$ cat config.mk
export PLATFORM = sky130hd
export DESIGN_NAME = l2_fill_ctrl_flat
export DESIGN_NICKNAME = d
export VERILOG_FILES = /design/src/rtl/l2_pkg.sv /design/src/rtl/l2_fill_ctrl_if.sv /design/src/rtl/l2_req_fifo.sv /design/src/rtl/l2_fill_ctrl.sv /design/src/flat_wrapper.sv
export SDC_FILE = /design/constraint.sdc
export NUM_CORES = 1
export LEC_CHECK = 0
export BUFFER_PORTS_ARGS = -buffer_cell sky130_fd_sc_hd__buf_4
export CORE_AREA = 2 2 218 220
export DETAILED_ROUTE_END_ITERATION = 10
export DIE_AREA = 0 0 220 222
export SETUP_SLACK_MARGIN = 0.15
export SLEW_MARGIN = 15
export SYNTH_ARGS = -nofsm -noshare
export SYNTH_HDL_FRONTEND = slang
export SYNTH_SLANG_ARGS = --single-unit
$ cat constraint.sdc
create_clock -name clk -period 4.05 [get_ports clk]
set_input_delay 1.0125 -clock clk [delete_from_list [all_inputs] [get_ports clk]]
set_output_delay 1.0125 -clock clk [all_outputs]
set_load 0.05 [all_outputs]
$ cat src/rtl/l2_pkg.sv
// Shared types and constants for the L2 fill controller slice.
// Latency: n/a (declarations only).
// Backpressure: n/a (declarations only).
package l2_pkg;

  localparam int ADDR_W      = 16;
  localparam int LINE_W      = 256;
  localparam int OFFSET_BITS = 5;
  localparam int LINE_IDX_W  = 11;

  typedef logic [ADDR_W-1:0]     addr_t;
  typedef logic [LINE_W-1:0]     line_data_t;
  typedef logic [LINE_IDX_W-1:0] line_idx_t;

  // Fill controller sequencing: one L2 array read in flight at a time.
  typedef enum logic [1:0] {
    IDLE  = 2'd0,
    ISSUE = 2'd1,
    WAIT  = 2'd2,
    RESP  = 2'd3
  } fill_state_e;

  // Registered fill beat presented to L1.
  typedef struct packed {
    addr_t      addr;
    line_data_t data;
  } fill_t;

  function automatic line_idx_t addr_to_line(input addr_t a);
    return a[ADDR_W-1:OFFSET_BITS];
  endfunction

  function automatic addr_t line_to_addr(input line_idx_t l);
    return {l, {OFFSET_BITS{1'b0}}};
  endfunction

endpackage

$ cat src/rtl/l2_fill_ctrl_if.sv
// Bundle of L1 miss request, L2 array read and L1 fill signals.
// Latency: n/a (wiring only).
// Backpressure: req_ready throttles requests; array and fill paths have none.
interface l2_fill_ctrl_if;
  import l2_pkg::*;

  logic       req_valid;
  addr_t      req_addr;
  logic       req_ready;
  logic       arr_rd_en;
  line_idx_t  arr_rd_line;
  line_data_t arr_rd_data;
  logic       fill_valid;
  addr_t      fill_addr;
  line_data_t fill_data;
  logic       busy;

  // Environment view: L1 miss source plus the L2 array data return.
  modport master (
    output req_valid, req_addr, arr_rd_data,
    input  req_ready, arr_rd_en, arr_rd_line, fill_valid, fill_addr, fill_data, busy
  );

  // Fill controller view.
  modport slave (
    input  req_valid, req_addr, arr_rd_data,
    output req_ready, arr_rd_en, arr_rd_line, fill_valid, fill_addr, fill_data, busy
  );

endinterface

$ cat src/rtl/l2_req_fifo.sv
// In-order queue of pending miss line indices with per-entry line compare.
// Latency: pushed entry visible at head the cycle after push.
// Backpressure: push ignored when full, pop ignored when empty.
module l2_req_fifo
  import l2_pkg::*;
#(
  parameter int DEPTH = 4,
  parameter int CNT_W = $clog2(DEPTH) + 1
) (
  input  logic             clk,
  input  logic             rst,
  input  logic             push,
  input  line_idx_t        push_line,
  input  logic             pop,
  output line_idx_t        pop_line,
  output logic             full,
  output logic             empty,
  output logic [CNT_W-1:0] count,
  input  line_idx_t        cmp_line,
  output logic [DEPTH-1:0] hit
);

  localparam int PTR_W = $clog2(DEPTH);

  line_idx_t        mem [DEPTH];
  logic [DEPTH-1:0] vld_q;
  logic [PTR_W-1:0] wr_ptr_q;
  logic [PTR_W-1:0] rd_ptr_q;
  logic [CNT_W-1:0] count_q;
  logic             push_ok;
  logic             pop_ok;

  assign full     = (count_q == CNT_W'(DEPTH));
  assign empty    = (count_q == '0);
  assign count    = count_q;
  assign pop_line = mem[rd_ptr_q];
  assign push_ok  = push && !full;
  assign pop_ok   = pop && !empty;

  // Pointers, occupancy and per-entry valid bits; pointers wrap at DEPTH.
  always_ff @(posedge clk) begin
    if (rst) begin
      wr_ptr_q <= '0;
      rd_ptr_q <= '0;
      count_q  <= '0;
      vld_q    <= '0;
    end else begin
      if (push_ok) begin
        vld_q[wr_ptr_q] <= 1'b1;
        wr_ptr_q        <= wr_ptr_q + 1'b1;
      end
      if (pop_ok) begin
        vld_q[rd_ptr_q] <= 1'b0;
        rd_ptr_q        <= rd_ptr_q + 1'b1;
      end
      case ({push_ok, pop_ok})
        2'b10:   count_q <= count_q + 1'b1;
        2'b01:   count_q <= count_q - 1'b1;
        default: count_q <= count_q;
      endcase
    end
  end

  // Entry storage; contents are qualified by vld_q so no reset is needed.
  always_ff @(posedge clk) begin
    if (push_ok) begin
      mem[wr_ptr_q] <= push_line;
    end
  end

  // Merge lookup: the head entry stays valid through its pop cycle.
  always_comb begin
    hit = '0;
    for (int i = 0; i < DEPTH; i++) begin
      hit[i] = vld_q[i] && (mem[i] == cmp_line);
    end
  end

endmodule

$ cat src/rtl/l2_fill_ctrl.sv
// L2 fill controller: queues L1 misses, reads the L2 array, returns line fills.
// Latency: accept -> arr_rd_en +2 cycles -> fill_valid +LATENCY+1 cycles.
// Backpressure: req_ready low when queue holds FIFO_DEPTH entries; fill has none.
module l2_fill_ctrl
  import l2_pkg::*;
#(
  parameter int LATENCY    = 40,
  parameter int FIFO_DEPTH = 4
) (
  input  logic           clk,
  input  logic           rst,
  l2_fill_ctrl_if.slave  io
);

  localparam int          CNT_W    = $clog2(FIFO_DEPTH) + 1;
  localparam logic [7:0]  LAT_LOAD = 8'(LATENCY - 1);

  fill_state_e           state_q;
  fill_state_e           state_d;
  line_idx_t             cur_line_q;
  logic [7:0]            lat_cnt_q;
  fill_t                 fill_q;

  logic                  fifo_push;
  logic                  fifo_pop;
  logic                  fifo_full;
  logic                  fifo_empty;
  logic [CNT_W-1:0]      fifo_count;
  line_idx_t             fifo_pop_line;
  logic [FIFO_DEPTH-1:0] fifo_hit;

  line_idx_t             req_line;
  logic                  inflight_hit;
  logic                  merge_hit;
  logic                  req_accept;
  logic                  issue_rd;
  logic                  capture;

  assign req_line     = addr_to_line(io.req_addr);
  // Any non-IDLE state owns cur_line_q, including the RESP cycle.
  assign inflight_hit = (state_q != IDLE) && (cur_line_q == req_line);
  assign merge_hit    = (|fifo_hit) || inflight_hit;
  // Occupancy alone decides readiness; a same-cycle pop does not free a slot.
  assign io.req_ready = !rst && !fifo_full;
  assign req_accept   = io.req_valid && io.req_ready;
  assign fifo_push    = req_accept && !merge_hit;

  l2_req_fifo #(
    .DEPTH (FIFO_DEPTH),
    .CNT_W (CNT_W)
  ) u_req_fifo (
    .clk       (clk),
    .rst       (rst),
    .push      (fifo_push),
    .push_line (req_line),
    .pop       (fifo_pop),
    .pop_line  (fifo_pop_line),
    .full      (fifo_full),
    .empty     (fifo_empty),
    .count     (fifo_count),
    .cmp_line  (req_line),
    .hit       (fifo_hit)
  );

  // State register.
  always_ff @(posedge clk) begin
    if (rst) begin
      state_q <= IDLE;
    end else begin
      state_q <= state_d;
    end
  end

  // Next-state logic, queue pop, array strobe and data capture enable.
  always_comb begin
    state_d  = state_q;
    fifo_pop = 1'b0;
    issue_rd = 1'b0;
    capture  = 1'b0;
    case (state_q)
      IDLE: begin
        if (!fifo_empty) begin
          fifo_pop = 1'b1;
          state_d  = ISSUE;
        end
      end
      ISSUE: begin
        issue_rd = 1'b1;
        state_d  = WAIT;
      end
      WAIT: begin
        if (lat_cnt_q == 8'd0) begin
          capture = 1'b1;
          state_d = RESP;
        end
      end
      RESP: begin
        if (!fifo_empty) begin
          fifo_pop = 1'b1;
          state_d  = ISSUE;
        end else begin
          state_d  = IDLE;
        end
      end
      default: state_d = IDLE;
    endcase
  end

  // In-flight line, latency countdown and the registered fill beat.
  // The counter reaches zero in the cycle the array data is valid.
  always_ff @(posedge clk) begin
    if (rst) begin
      cur_line_q <= '0;
      lat_cnt_q  <= 8'd0;
      fill_q     <= '0;
    end else begin
      if (fifo_pop) begin
        cur_line_q <= fifo_pop_line;
      end
      if (state_q == ISSUE) begin
        lat_cnt_q <= LAT_LOAD;
      end else if ((state_q == WAIT) && (lat_cnt_q != 8'd0)) begin
        lat_cnt_q <= lat_cnt_q - 8'd1;
      end
      if (capture) begin
        fill_q.addr <= line_to_addr(cur_line_q);
        fill_q.data <= io.arr_rd_data;
      end
    end
  end

  assign io.arr_rd_en   = issue_rd;
  assign io.arr_rd_line = cur_line_q;
  assign io.fill_valid  = (state_q == RESP);
  assign io.fill_addr   = fill_q.addr;
  assign io.fill_data   = fill_q.data;
  assign io.busy        = (fifo_count != '0) || (state_q != IDLE);

endmodule

$ cat src/flat_wrapper.sv
// flat-port wrapper written by rule: the top's interface ports become plain ports
module l2_fill_ctrl_flat import l2_pkg::*;
#(
  parameter int LATENCY    = 40,
  parameter int FIFO_DEPTH = 4
)
  (clk, rst, io_req_valid, io_req_addr, io_arr_rd_data, io_req_ready, io_arr_rd_en, io_arr_rd_line, io_fill_valid, io_fill_addr, io_fill_data, io_busy);
  l2_fill_ctrl_if io_i ();
  input  logic clk;
  input  logic rst;
  input wire logic [$bits(io_i.req_valid)-1:0] io_req_valid;
  input wire logic [$bits(io_i.req_addr)-1:0] io_req_addr;
  input wire logic [$bits(io_i.arr_rd_data)-1:0] io_arr_rd_data;
  output wire logic [$bits(io_i.req_ready)-1:0] io_req_ready;
  output wire logic [$bits(io_i.arr_rd_en)-1:0] io_arr_rd_en;
  output wire logic [$bits(io_i.arr_rd_line)-1:0] io_arr_rd_line;
  output wire logic [$bits(io_i.fill_valid)-1:0] io_fill_valid;
  output wire logic [$bits(io_i.fill_addr)-1:0] io_fill_addr;
  output wire logic [$bits(io_i.fill_data)-1:0] io_fill_data;
  output wire logic [$bits(io_i.busy)-1:0] io_busy;
  assign io_i.req_valid = io_req_valid;
  assign io_i.req_addr = io_req_addr;
  assign io_i.arr_rd_data = io_arr_rd_data;
  assign io_req_ready = io_i.req_ready;
  assign io_arr_rd_en = io_i.arr_rd_en;
  assign io_arr_rd_line = io_i.arr_rd_line;
  assign io_fill_valid = io_i.fill_valid;
  assign io_fill_addr = io_i.fill_addr;
  assign io_fill_data = io_i.fill_data;
  assign io_busy = io_i.busy;
  l2_fill_ctrl #(.LATENCY(LATENCY), .FIFO_DEPTH(FIFO_DEPTH)) u_core (.clk(clk), .rst(rst), .io(io_i));
endmodule
After elaboration in Yosys (flattened, before gate mapping)

Memory sizes are Yosys's and may differ from the RTL's. A register that Yosys moved wholly into a read port is not among the register bits.
Cells that the tools add are included.

Register bits: 288
Bits in latches: 0
Bits in writable memories: 44
Bits in read-only memories: 0
Input port bits: 275
Word-level logic and storage cells: 87
Memories: 1

Memories:

| memory                | depth | bits a word | rd ports | clocked after Yosys merged registers in | wr ports | line              | RTL |
|---|---|---|---|---|---|---|---|
| u_core.u_req_fifo.mem | 4     | 11          | 5        | 1                                       | 1        | l2_req_fifo.sv:25 | `line_idx_t mem [DEPTH];` |

Add/subtract/negate cells: 5
Multipliers: 0
Divide/modulo/power cells: 0
Order comparisons: 4
Equality and inequality tests: 13
Shift operators: 0
Mux-type cells: 21
Bitwise gates (word level): 3
Reduce and logical (&&, ||, !) cells: 31

Operators by type and width:

| operator                                            | count |
|---|---|
| == test 11 bit                                      | 5 |
| logical AND 1 bit                                   | 13 |
| 2-to-1 mux 4 bit                                    | 3 |
| 2-to-1 mux 6 bit                                    | 2 |
| 2-to-1 mux 1 bit                                    | 10 |
| logical NOT 8 bit                                   | 1 |
| case mux 2 bit (4 select lines)                     | 1 |
| nonzero test 8 bit                                  | 1 |
| subtractor 8 x 1 -> 8 bit, second input constant    | 1 |
| == test 2 bit, second input constant                | 3 |
| < comparator 2 x 3 -> 1 bit, second input constant  | 2 |
| case mux 3 bit (2 select lines)                     | 1 |
| nonzero test 2 bit                                  | 3 |
| adder 2 x 1 -> 2 bit, second input constant         | 2 |
| AND 4 bit                                           | 1 |
| demux 1 bit (select 2 bit)                          | 2 |
| == test 2 x 1 -> 1 bit, second input constant       | 2 |
| >= comparator 2 x 1 -> 1 bit, second input constant | 2 |
| logical NOT 1 bit                                   | 4 |
| 2-to-1 mux 2 bit                                    | 2 |
| NOT 4 bit                                           | 1 |
| bitwise OR 4 bit                                    | 1 |
| OR reduction 2 bit                                  | 2 |
| OR reduction 4 bit                                  | 1 |
| other kinds (10)                                    | 11 |

Longest topological paths before layout

Gate-level depths: netlist (run 1).
An unclocked memory read counts as a cell.

Depth in word-level cells: 12
Depth in mapped cells: 12
Gate-level depth less buffers: 11

Hierarchy

Synthesis (run 1) repeated with hierarchy kept, for this count alone.

Cells, all modules: 1499
Area, all modules: 13052.5 um^2

Modules (own cells, without submodules):

| module       | times used | cells each | area each (um^2) | sequential area each (um^2) |
|---|---|---|---|---|
| l2_fill_ctrl | 1          | 1300       | 10266.1          | 5765.5 |
| l2_req_fifo  | 1          | 199        | 2786.4           | 1581.5 |

Worst setup path after synthesis (run 1)

No wires, ideal clock.

Path type: input -> register
From: in rst
To: reg u_core.u_req_fifo.count_q[2], in the netlist u_core.u_req_fifo.count[2]
Arrival time: 3.322 ns
Slack: 0.658 ns
Cell stages on the path: 10
Buffers on the path: 0
Cell sequence: a31oi_1 -> nand2_1 -> a31oi_1 -> nand2_1 -> ha_1 -> inv_1 -> fa_1 -> xor2_1 -> or3_1 -> a21oi_1

Longest elaborated chain between the ends: 7

RTL lines:

| element                                                                      | line               | RTL |
|---|---|---|
| start: declaration                                                           | flat_wrapper.sv:10 | `input logic rst;` |
| logical NOT 1 bit                                                            | l2_fill_ctrl.sv:44 | `assign io.req_ready = !rst && !fifo_full;` |
| logical AND 1 bit                                                            | l2_fill_ctrl.sv:44 |  |
| logical AND 1 bit                                                            | l2_fill_ctrl.sv:45 | `assign req_accept = io.req_valid && io.req_ready;` |
| logical AND 1 bit                                                            | l2_fill_ctrl.sv:46 | `assign fifo_push = req_accept && !merge_hit;` |
| logical AND 1 bit                                                            | l2_req_fifo.sv:37  | `assign push_ok = push && !full;` |
| == test 2 x 1 -> 1 bit / == test 2 bit (equally long branches)               | l2_req_fifo.sv:56  | `case ({push_ok, pop_ok})` |
| case mux 3 bit (2 select lines) / nonzero test 2 bit (equally long branches) | -                  |  |
| end signal: assignment                                                       | l2_req_fifo.sv:57  | `2'b10: count_q <= count_q + 1'b1;` |
| end signal: assignment                                                       | l2_req_fifo.sv:58  | `2'b01: count_q <= count_q - 1'b1;` |
| end signal: assignment                                                       | l2_req_fifo.sv:59  | `default: count_q <= count_q;` |
| end: declaration                                                             | l2_req_fifo.sv:29  | `logic [CNT_W-1:0] count_q;` |

Several ways; a longest one is shown, not always the timed one.
A chain may end at the register's enable or synchronous reset.

Final worst setup path (run 1)

From: reg u_core.state_q[1]
To: reg u_core.u_req_fifo.count_q[2], in the netlist u_core.u_req_fifo.count[2]

Longest elaborated chain between the ends: 8

RTL lines:

| element                                                                      | line               | RTL |
|---|---|---|
| start: declaration                                                           | l2_fill_ctrl.sv:18 | `fill_state_e state_q;` |
| start signal: assignment                                                     | l2_fill_ctrl.sv:70 | `state_q <= state_d;` |
| nonzero test 2 bit                                                           | l2_fill_ctrl.sv:41 | `assign inflight_hit = (state_q != IDLE) && (cur_line_q == req_line);` |
| logical AND 1 bit                                                            | l2_fill_ctrl.sv:41 |  |
| logical OR 1 bit                                                             | l2_fill_ctrl.sv:42 | `assign merge_hit = (\|fifo_hit) \|\| inflight_hit;` |
| logical NOT 1 bit                                                            | l2_fill_ctrl.sv:46 |  |
| logical AND 1 bit                                                            | l2_fill_ctrl.sv:46 |  |
| logical AND 1 bit                                                            | l2_req_fifo.sv:37  |  |
| == test 2 x 1 -> 1 bit / == test 2 bit (equally long branches)               | l2_req_fifo.sv:56  |  |
| case mux 3 bit (2 select lines) / nonzero test 2 bit (equally long branches) | -                  |  |

Several ways; a longest one is shown, not always the timed one.

==> results of run 1 <==
layout by cell type, fill, tap and decap left out, types with 2 or more instances in the layout:
cell / n
mux4_2: 11
edfxtp_1: 44
mux2i_1: 2
nand2_1: 562
nor4_1: 4
a21oi_1: 289
nor3_1: 12
nor2_1: 9
nor2b_1: 2
clkbuf_1: 10
xnor2_1: 51
nand2b_1: 2
o21ai_0: 2
nand4_1: 13
clkbuf_8: 8
conb_1: 5
a31oi_1: 2
clkinv_2: 5
and3_1: 4
xor2_1: 14
ha_1: 16
o21a_1: 4
clkbuf_16: 40
buf_12: 5
buf_4: 553
dfxtp_1: 299
inv_1: 14
bufinv_16: 4
power by group:
part | leakage [uW] | switching (uW) | internal, uW
clock | 0.000667 | 1450 | 2230
combinational | 0.00406 | 2440 | 1140
sequential | 0.00282 | 354 | 3890
worst register-to-register path: stages, from the launching register on:
cell	delay, ps
dfxtp_1	390
inv_1	110
ha_1	300
or2_2	440
clkinv_1	390
ha_1	270
inv_1	70
fa_1	390
xor2_1	160
or3_1	310
a21oi_1	150
per-stage QoR:
step,setup slack (ps),util [%]
after floorplan,658,-
after global placement,549,37.7
after detailed placement,541,37.7
after CTS,1030,40.6
after global routing,725,40.6
final,1030,40.6
sequential cells by signal (all words and copies together), names as in the netlist, 3 cells and up:
register                 flops
u_core.u_req_fifo.mem       44
u_core.u_req_fifo.count      3
u_core.u_req_fifo.vld_q      4
u_core.lat_cnt_q             8
u_core.io.arr_rd_line       11
u_core.io.fill_data        256
u_core.io.fill_addr         11
worst max path at each step:
stage               depth (start not counted)  slack, ps                                       to
global route                                9        730  u_core.u_req_fifo.count[2]$_SDFFE_PP0P_
global placement                           11        550  u_core.u_req_fifo.count[2]$_SDFFE_PP0P_
finish                                     10       1030  u_core.u_req_fifo.count[2]$_SDFFE_PP0P_
CTS                                         9       1030  u_core.u_req_fifo.count[2]$_SDFFE_PP0P_
detailed placement                         11        540  u_core.u_req_fifo.count[2]$_SDFFE_PP0P_
floorplan                                  10        660  u_core.u_req_fifo.count[2]$_SDFFE_PP0P_
layout make-up:
class / instances / area share, %
clock buffers: 58 / 6.06
flip-flops and latches: 343 / 38.9
clock inverters: 14 / 1.14
repair buffers: 559 / 22.7
well taps: 607 / 4.04
inverters: 15 / 0.300
multi-input cells: 1016 / 26.9
layer usage:
metal | vias up | GRT usage (%)
li1 | 5815 | -
met5 | - | 0
met2 | 411 | 27.5
met3 | 66 | 3.76
met4 | 0 | 5.89
met1 | 5440 | 20.5
synth_stat cells (9+ instances only):
cell,instances
a21oi_1,289
nand2_1,562
nand4_1,13
buf_4,36
edfxtp_1,44
inv_1,14
nor2_1,9
nor3_1,12
dfxtp_1,299
buf_2,12
clkbuf_1,63
mux4_2,11
xnor2_1,51
xor2_1,14
ha_1,16
cell families after synthesis:
| family | synth area share (%) |
|---|---|
| other | 0.0289 |
| adders and majority gates | 1.70 |
| DFF | 56.3 |
| and+or+nand+nor | 18.7 |
| AOI/OAI and AO/OA | 11.9 |
| buffers and inverters | 4.83 |
| xor gates and xnor gates | 4.39 |
| muxes | 2.15 |
==> summary.md, run 1 <==
| Metric | Value |
|---|---|
| Post-CTS Resized | `0` |
| CTS Buf Count | `39` |
| Clock Pin Slew Worst Setup and Hold Paths | `about 60 ps` |
| Final Cycle Share | `between 70 and 80%` |
| CP Max Fanout | `18` |
| Crit path launch type | `register` |
| Worst Max-Slew Pin Slew | `~1000 ps` |
| CP delay by family, top | `adder cells` |
| Synth Flop Type | `dfxtp_1` |
| Layout filler cell count | `roughly 4,600` |
| DRT Pass-1 Iters | `5` |
| Clock Latency Late Sink | `about 550 ps` |
| Min-delay src | `u_core.io.fill_data[103]$_SDFFE_PP0P_` |
| Layout cells sized above 1 | `a little under a third` |
| Crit Reg-Reg Startpoint | `u_core.state_q[1]$_SDFFE_PP0P_` |
| Endpoints failing setup | `0` |
| Setup TNS | `0 ps` |
| Critical Path, Cell by Cell | `inv_1 > ha_1 > or2_2 > clkinv_1 > ha_1 > inv_1 > fa_1 > xor2_1 > or3_1 > a21oi_1` |
| Tightest Hold Check Type | `register to register` |
| FMAX | `331 MHz` |
| Largest net degree at the start of global routing | `197` |
| Syn avg cell area | `about 8.8 um^2` |
| Min Tclk post-route | `slightly above 3000 ps` |
| PD cells | `a little over 600 mW/mm^2` |
| Synthesized area | `roughly 0.013 mm^2` |
| Setup crit start | `u_core.state_q[1]$_SDFFE_PP0P_` |
| Max_slew headroom | `between 30% and 40%` |
| Worst r2r path cells | `10` |
| Maxcap violations | `0` |
| Ant. Diodes | `0` |
| Initial Util | `between 20% and 30%` |
| Routed WL | `roughly 42 mm` |
| Hold Path Sink | `u_core.io.fill_data[103]$_SDFFE_PP0P_` |
| Top cells by area, synth | `dfxtp_1 46%, nand2_1 16%, a21oi_1 11%, edfxtp_1 10%, xnor2_1 3.4%` |
| IO buf count | `around 550` |
| ANT nets after route | `0` |
| Final Wtd Congestion | `0.847` |
| Area leader, netlist | `dfxtp_1` |
| Met1 wire length | `approximately 17 mm` |
| DIE WIDTH | `220 um` |
| First-pass GRT wire length | `between 60 and 70 mm` |
| CORE AREA | `between 0.04 and 0.05 mm^2` |
| DP Cell Count | `around 2,500` |
| DR top layer | `met4` |
| Hold path depth | `2` |
| Final HPWL DP | `30.1 mm` |
| Warnings from Yosys | `0` |
| Slew Viols, Final | `0` |
| Residual DRC | `0` |
| Synth top area share | `between 40% and 50%` |
| Metal3 WL | `~3.1 mm` |
| Via density per instance | `between 4 and 5` |
| Wire per inst | `about 16 um` |
| Top-Level Pins | `about 560` |
| Post-route design area | `0.0188 mm^2` |
| Via count | `about 12,000` |
| Number of global-route vias before repair | `about 11,000` |
| CTS tree | `built` |
| RSZ-0062 raised after global routing | `no` |
| Area of the multi-input gates | `between 0.005 and 0.006 mm^2` |
| Metal2 WL | `20.8 mm` |
| Total power | `~11,000 uW` |
| Worst vdd ir | `approximately 0.33 mV` |
| Worst path slowest cell | `or2_2` |
| Leak Pwr | `about 0.0075 uW` |
| Area delta synth->final | `44.9%` |
| Nets | `2,266` |
| Clock Path Buffers | `3` |
| FFs w/ async S/R, synth | `0%` |
| Clock root cell | `clkbuf_16` |
| EDFF count, synth | `44` |
| Crit path required time | `approximately 4500 ps` |
| Hold Slack | `between 400 and 500 ps` |
| Initial antenna violation count | `0` |
| Register Area | `~0.0073 mm^2` |
| FF-to-FF End | `u_core.u_req_fifo.count[2]$_SDFFE_PP0P_` |
| Row cnt | `79` |
| Flop2flop setup slack | `about 1000 ps` |
| Sink Count | `between 300 and 400` |
| Post-CTS setup buffer count | `0` |
| Placed Area | `between 0.015 and 0.02 mm^2` |
| Crit Path Category | `register to register` |
| Synth Instances | `1,482` |
| Fin Clk Skew | `between 15 and 20 ps` |
| # hold bufs at CTS | `0` |
| CTS H-tree lvls | `2` |
| FF+latch count, synth | `~340` |
| Gr usage total | `~16%` |
| Die span in y | `about 220 um` |
| Critical path data arrival time | `3500 ps` |
| Outcome | `finished clean` |
| Final hold vios | `0` |
| Post-synthesis sequential area ratio | `about 56%` |
| Worst path max stage delay | `between 400 and 500 ps` |
| Grt ovf | `0` |
| Unique cell type count in the Yosys netlist | `38` |
| Worst Setup End Kind | `register` |
| DRT iter0 DRCs | `between 700 and 800` |
| Crit path buffers/inverters | `3` |
| Layout Cells excl Fill | `between 2,000 and 3,000` |
| Die Area | `a little under 0.05 mm^2` |
(Power assumes the default switching activity.)
==> inputs of run 2 (changes only) <==
==> constraint.sdc (replaced) <==
create_clock -name clk -period 3 [get_ports clk]
set_input_delay 0.75 -clock clk [delete_from_list [all_inputs] [get_ports clk]]
set_output_delay 0.75 -clock clk [all_outputs]
set_load 0.05 [all_outputs]
==> run 2 against run 1 <==
Net effect:
- worst hold slack lost 28 ps
- final cell count grew 0.38%
- setup slack lost 720 ps
- clock skew grew 16 ps
- wire length grew 1.5%
- critical path type unchanged
==> summary.md, run 2 (synthesis results as in run 1) <==
| Metric | Value |
|---|---|
| Flop2flop setup slack | `around 310 ps` |
| Worst Setup End Kind | `register` |
| Register Area | `about 0.0073 mm^2` |
| Crit path launch type | `register` |
| Worst Max-Slew Pin Slew | `1130 ps` |
| CTS Buf Count | `39` |
| Grt peak-use layer | `met2` |
| # hold bufs at CTS | `0` |
| Post-CTS setup buffer count | `0` |
| Critical path data arrival time | `3190 ps` |
| DRT iter0 DRCs | `between 700 and 800` |
| PD cells | `818 mW/mm^2` |
| Net Sw Power | `about 5800 uW` |
| Clock Path Buffers | `3` |
| Net Sw Frac | `a little under two fifths` |
| CP delay by family, top | `adder cells` |
| Worst vdd ir | `around 0.46 mV` |
| Sink Count | `between 300 and 400` |
| Max_slew headroom | `24.5%` |
| DIE WIDTH | `between 200 and 250 um` |
| Worst path max stage delay | `roughly 400 ps` |
| Top-Level Pins | `562` |
| Crit path required time | `between 3000 and 4000 ps` |
| Tightest Hold Check Type | `input pin to register` |
| Endpoints failing setup | `0` |
| Area delta synth->final | `45.4%` |
| ANT nets after route | `0` |
| Die Area | `between 0.04 and 0.05 mm^2` |
| Area of the multi-input gates | `between 0.005 and 0.006 mm^2` |
| Layout filler cell count | `roughly 4,700` |
| Via density per instance | `around 4.5` |
| Clock root cell | `clkbuf_16` |
| Clock Latency Late Sink | `approximately 570 ps` |
| CP Max Fanout | `5` |
| Routing usage on met1 | `between 20% and 30%` |
| FMAX | `approximately 370 MHz` |
| Clock Power Share | `between 30% and 40%` |
| Reg power frac | `37.0%` |
| Final hold vios | `0` |
| Residual DRC | `0` |
| Via count | `11,855` |
| Met2 Use GR | `27.3%` |
| Slew Viols, Final | `0` |
| Initial Util | `28.0%` |
| Fin Clk Skew | `34.6 ps` |
| Layout cells sized above 1 | `between 30% and 40%` |
| Commonest non-fill, non-tap cells in the layout | `566 x buf_4, 562 x nand2_1, 299 x dfxtp_1` |
| Critical Path, Cell by Cell | `inv_1 > ha_1 > nor4_1 > a31oi_1 > nand2_1 > ha_1 > inv_1 > fa_1 > xor2_1 > or3_1 > a21oi_1` |
| Internal power | `about 9600 uW` |
| Crit Path Category | `register to register` |
| Row cnt | `79` |
| RSZ-0062 raised after global routing | `no` |
| Post-CTS Resized | `0` |
| Nets | `2,280` |
| Maxcap violations | `0` |
| Clock Pin Slew Worst Setup and Hold Paths | `around 60 ps` |
| CTS tree | `built` |
| Most common cell after layout, fill and taps aside | `buf_4` |
| Number of global-route vias before repair | `~11,000` |
| Leak Pwr | `between 0.007 and 0.008 uW` |
| Met3 GRT Util | `roughly 3.6%` |
| Final Cycle Share | `89.6%` |
| Comb pwr share | `between 30% and 40%` |
| DRT Pass-1 Iters | `5` |
| CTS H-tree lvls | `2` |
| Die span in y | `between 200 and 250 um` |
| Initial antenna violation count | `0` |
| First-pass GRT wire length | `63.5 mm` |
| Final HPWL DP | `roughly 31 mm` |
| Final Wtd Congestion | `approximately 0.88` |
| Grt ovf | `0` |
| Setup TNS | `0 ps` |
| IO buf count | `between 500 and 600` |
| Total power | `~15,000 uW` |
| Outcome | `finished clean` |
| Ant. Diodes | `0` |
| Wire per inst | `16.4 um` |
| CORE AREA | `approximately 0.046 mm^2` |
| Max reg flops | `around 260` |
| Crit path buffers/inverters | `2` |
| Min Tclk post-route | `between 2000 and 3000 ps` |
| Worst path slowest cell | `dfxtp_1` |
| Largest net degree at the start of global routing | `200` |
| Routed WL | `approximately 43 mm` |
| Gr usage total | `between 15 and 20%` |
## run 2: power groups by stage
stage	clock (uW)	combinational (uW)	sequential, uW
6_report	4830	4890	5710
5_1_grt	5170	5220	5780
4_1_cts	4970	4940	5710
3_5_place_dp	0	4920	5800
3_3_place_gp	0	4870	5770
2_1_floorplan	0	1760	7300
## run 2: worst paths after layout
| path | from | to | depth (start not counted) |
|---|---|---|---|
| max | u_core.state_q[1]$_SDFFE_PP0P_ | u_core.u_req_fifo.count[2]$_SDFFE_PP0P_ | 11 |
| min | io_arr_rd_data[153] | u_core.io.fill_data[153]$_SDFFE_PP0P_ | 3 |
| max reg2reg | u_core.state_q[1]$_SDFFE_PP0P_ | u_core.u_req_fifo.count[2]$_SDFFE_PP0P_ | 11 |
| min reg2reg | u_core.io.fill_data[6]$_SDFFE_PP0P_ | u_core.io.fill_data[6]$_SDFFE_PP0P_ | 2 |
## run 2: layout make-up
| type | count | share of cell area, % |
|---|---|---|
| tap | 607 | 4.03 |
| sequential | 343 | 38.7 |
| timing repair buffer | 573 | 23.2 |
| inverter | 15 | 0.299 |
| clock inverter | 18 | 1.25 |
| multi-input combinational | 1016 | 26.8 |
| clock buffer | 50 | 5.61 |
## run 2: stage by stage
step	std cells	hold slack (ps)	util [%]	instance area, um^2	setup WS [ps]
global placement	2554	442	38.0	17600	-68.7
finish	2622	425	40.8	18900	312
global route	2622	392	40.8	18900	167
CTS	2622	375	40.8	18900	336
detailed placement	2554	447	38.0	17600	-97.3
floorplan	1486	440	-	13000	168
## run 2: layer usage
layer	share of wire (%)	up-vias
met1	42	5525
met4	2.7	0
li1	-	5830
met2	49	432
met3	7.1	68
met5	0	-
## run 2: tightest hold or removal path: stages
cell,delay [ps]
buf_4,110
nand2_1,40
a21oi_1,50
==> inputs of run 3 (changes only) <==
--- a/config.mk
+++ b/config.mk
@@ -9,6 +9,7 @@
 export CORE_AREA = 2 2 218 220
 export DETAILED_ROUTE_END_ITERATION = 10
 export DIE_AREA = 0 0 220 222
+export PLACE_DENSITY = 0.49
 export SETUP_SLACK_MARGIN = 0.15
 export SLEW_MARGIN = 15
 export SYNTH_ARGS = -nofsm -noshare
==> run 3 against run 2 <==
Net effect:
- maximum frequency up 1.2%
- final cell count up 0.23%
- largest cell class unchanged
- sequential power about the same
- largest power group unchanged
- final area up 0.55%
- critical path depth unchanged
- combinational power about the same
- wire length up 4.2%
- first-iteration DRC count down 18%
==> summary.md, run 3 (synthesis results as in run 1) <==
| Metric | Value |
|---|---|
| Outcome | `finished clean` |
| Wire per inst | `between 15 and 20 um` |
| Initial Util | `28.0%` |
| Final Wtd Congestion | `between 0.8 and 0.9` |
| RSZ-0062 raised after global routing | `no` |
| CORE AREA | `approximately 0.046 mm^2` |
| Clock Path Buffers | `3` |
| Routed WL | `between 40 and 50 mm` |
| Endpoints failing setup | `0` |
| Max_slew headroom | `between 30% and 40%` |
| Crit path launch type | `register` |
| ANT nets after route | `0` |
| Die Area | `0.0488 mm^2` |
| # hold bufs at CTS | `0` |
| Min Tclk post-route | `roughly 2700 ps` |
| Layout cells sized above 1 | `between 30% and 40%` |
| DRT iter0 DRCs | `between 600 and 700` |
| Final Cycle Share | `88.5%` |
| Clock Pin Slew Worst Setup and Hold Paths | `roughly 60 ps` |
| Leak Pwr | `between 0.007 and 0.008 uW` |
| Slew Viols, Final | `0` |
| Post-CTS Resized | `0` |
| Row cnt | `approximately 80` |
| Clock root cell | `clkbuf_16` |
| Setup TNS | `0 ps` |
| Post-CTS setup buffer count | `0` |
| Tightest Hold Check Type | `input pin to register` |
| Largest net degree at the start of global routing | `roughly 150` |
| Area of the multi-input gates | `0.00506 mm^2` |
| Crit Path Category | `register to register` |
| Nets | `around 2,300` |
| Residual DRC | `0` |
| Sink Count | `343` |
| Fin Clk Skew | `between 20 and 25 ps` |
| Hold path depth | `3` |
| Register Area | `approximately 0.0073 mm^2` |
| Worst Max-Slew Pin Slew | `a little over 900 ps` |
| Gr usage total | `about 17%` |
| Commonest non-fill, non-tap cells in the layout | `568 x buf_4, 562 x nand2_1, 299 x dfxtp_1` |
| DIE WIDTH | `around 220 um` |
| Layout filler cell count | `4,769` |
| DRT Pass-1 Iters | `5` |
| Worst vdd ir | `0.414 mV` |
| FMAX | `roughly 380 MHz` |
| First-pass GRT wire length | `66.1 mm` |
| Die span in y | `roughly 220 um` |
| Critical path data arrival time | `about 3200 ps` |
| Worst r2r path cells | `11` |
| Clock Latency Late Sink | `550 ps` |
| PD cells | `approximately 830 mW/mm^2` |
| Via density per instance | `around 4.4` |
| Top-Level Pins | `roughly 560` |
| CTS tree | `built` |
| Most common cell after layout, fill and taps aside | `buf_4` |
| CTS H-tree lvls | `2` |
| Flop2flop setup slack | `approximately 340 ps` |
| Max reg flops | `about 260` |
| Final hold vios | `0` |
| Worst Setup End Kind | `register` |
| Number of global-route vias before repair | `about 11,000` |
| Via count | `between 10,000 and 15,000` |
| Final HPWL DP | `between 30 and 40 mm` |
| Crit path required time | `3490 ps` |
| Grt ovf | `0` |
| DP Cell Count | `about 2,600` |
| Area delta synth->final | `46.2%` |
| CP Max Fanout | `5` |
| Maxcap violations | `0` |
| IO buf count | `551` |
| Layout Cells excl Fill | `roughly 2,600` |
| CTS Buf Count | `between 40 and 50` |
| Initial antenna violation count | `1` |
[run 3: cell count changes in the layout (fill, tap and decap cells not counted), moves of 2 or more]
cell,previous run,this run
clkinvlp_4,3,1
inv_16,2,0
clkbuf_1,7,9
bufinv_16,3,5
buf_4,566,568
clkinv_1,3,1
clkbuf_16,39,43
[run 3: worst max-delay path, stage by stage, from the launching register on]
cell and delay, ps:
dfxtp_1 370, inv_1 120, ha_1 280, nor4_1 300
a31oi_1 160, nand2_1 140, ha_1 190, inv_1 60
fa_1 370, xor2_1 160, or3_1 310, a21oi_1 140
[run 3: final cells by class]
type	instances	share of cell area (%)
Timing Repair Buffer	574	23.1
Clock buffer	58	6.29
Antenna cell	1	0.0132
Tap cell	607	4.00
Inverter	15	0.297
Clock inverter	14	1.08
Multi-Input combinational cell	1016	26.7
Sequential cell	343	38.5
[run 3: per-layer routing]
metal  track usage, %  vias to the layer above  wire length [um]
li1                 -                     5844                 -
met1             20.3                     5395             17900
met2             30.7                      363             22600
met3             4.77                       61              3120
met4             5.30                        0              1010
met5                0                        -                 0
[run 3: final timing paths]
| kind | from | end |
|---|---|---|
| worst max-delay path | u_core.state_q[0]$_SDFFE_PP0P_ | u_core.u_req_fifo.count[2]$_SDFFE_PP0P_ |
| worst min-delay path | io_arr_rd_data[162] | u_core.io.fill_data[162]$_SDFFE_PP0P_ |
| worst max register to register | u_core.state_q[0]$_SDFFE_PP0P_ | u_core.u_req_fifo.count[2]$_SDFFE_PP0P_ |
| worst min register to register | u_core.io.fill_data[215]$_SDFFE_PP0P_ | u_core.io.fill_data[215]$_SDFFE_PP0P_ |
[run 3: where the power goes]
| part | total [uW] | switching [uW] | internal, uW | leakage [uW] |
|---|---|---|---|---|
| clock network | 5150 | 1960 | 3190 | 0.000687 |
| registers | 5710 | 453 | 5250 | 0.00282 |
| logic | 4880 | 3310 | 1570 | 0.00413 |
| total | 15700 | 5720 | 10000 | 0.00763 |
[run 3: per-stage QoR]
stage | area [um^2] | hold WS, ps | util (%) | setup WS [ps] | total power (uW)
2_1_floorplan | 13000 | 440 | - | 168 | 9060
3_3_place_gp | 17600 | 441 | 38.0 | -21.9 | 10700
3_5_place_dp | 17600 | 447 | 38.0 | -101 | 10700
4_1_cts | 19000 | 400 | 41.0 | 342 | 16000
5_1_grt | 19000 | 416 | 41.0 | 154 | 16500
6_report | 19000 | 441 | 41.0 | 345 | 15700
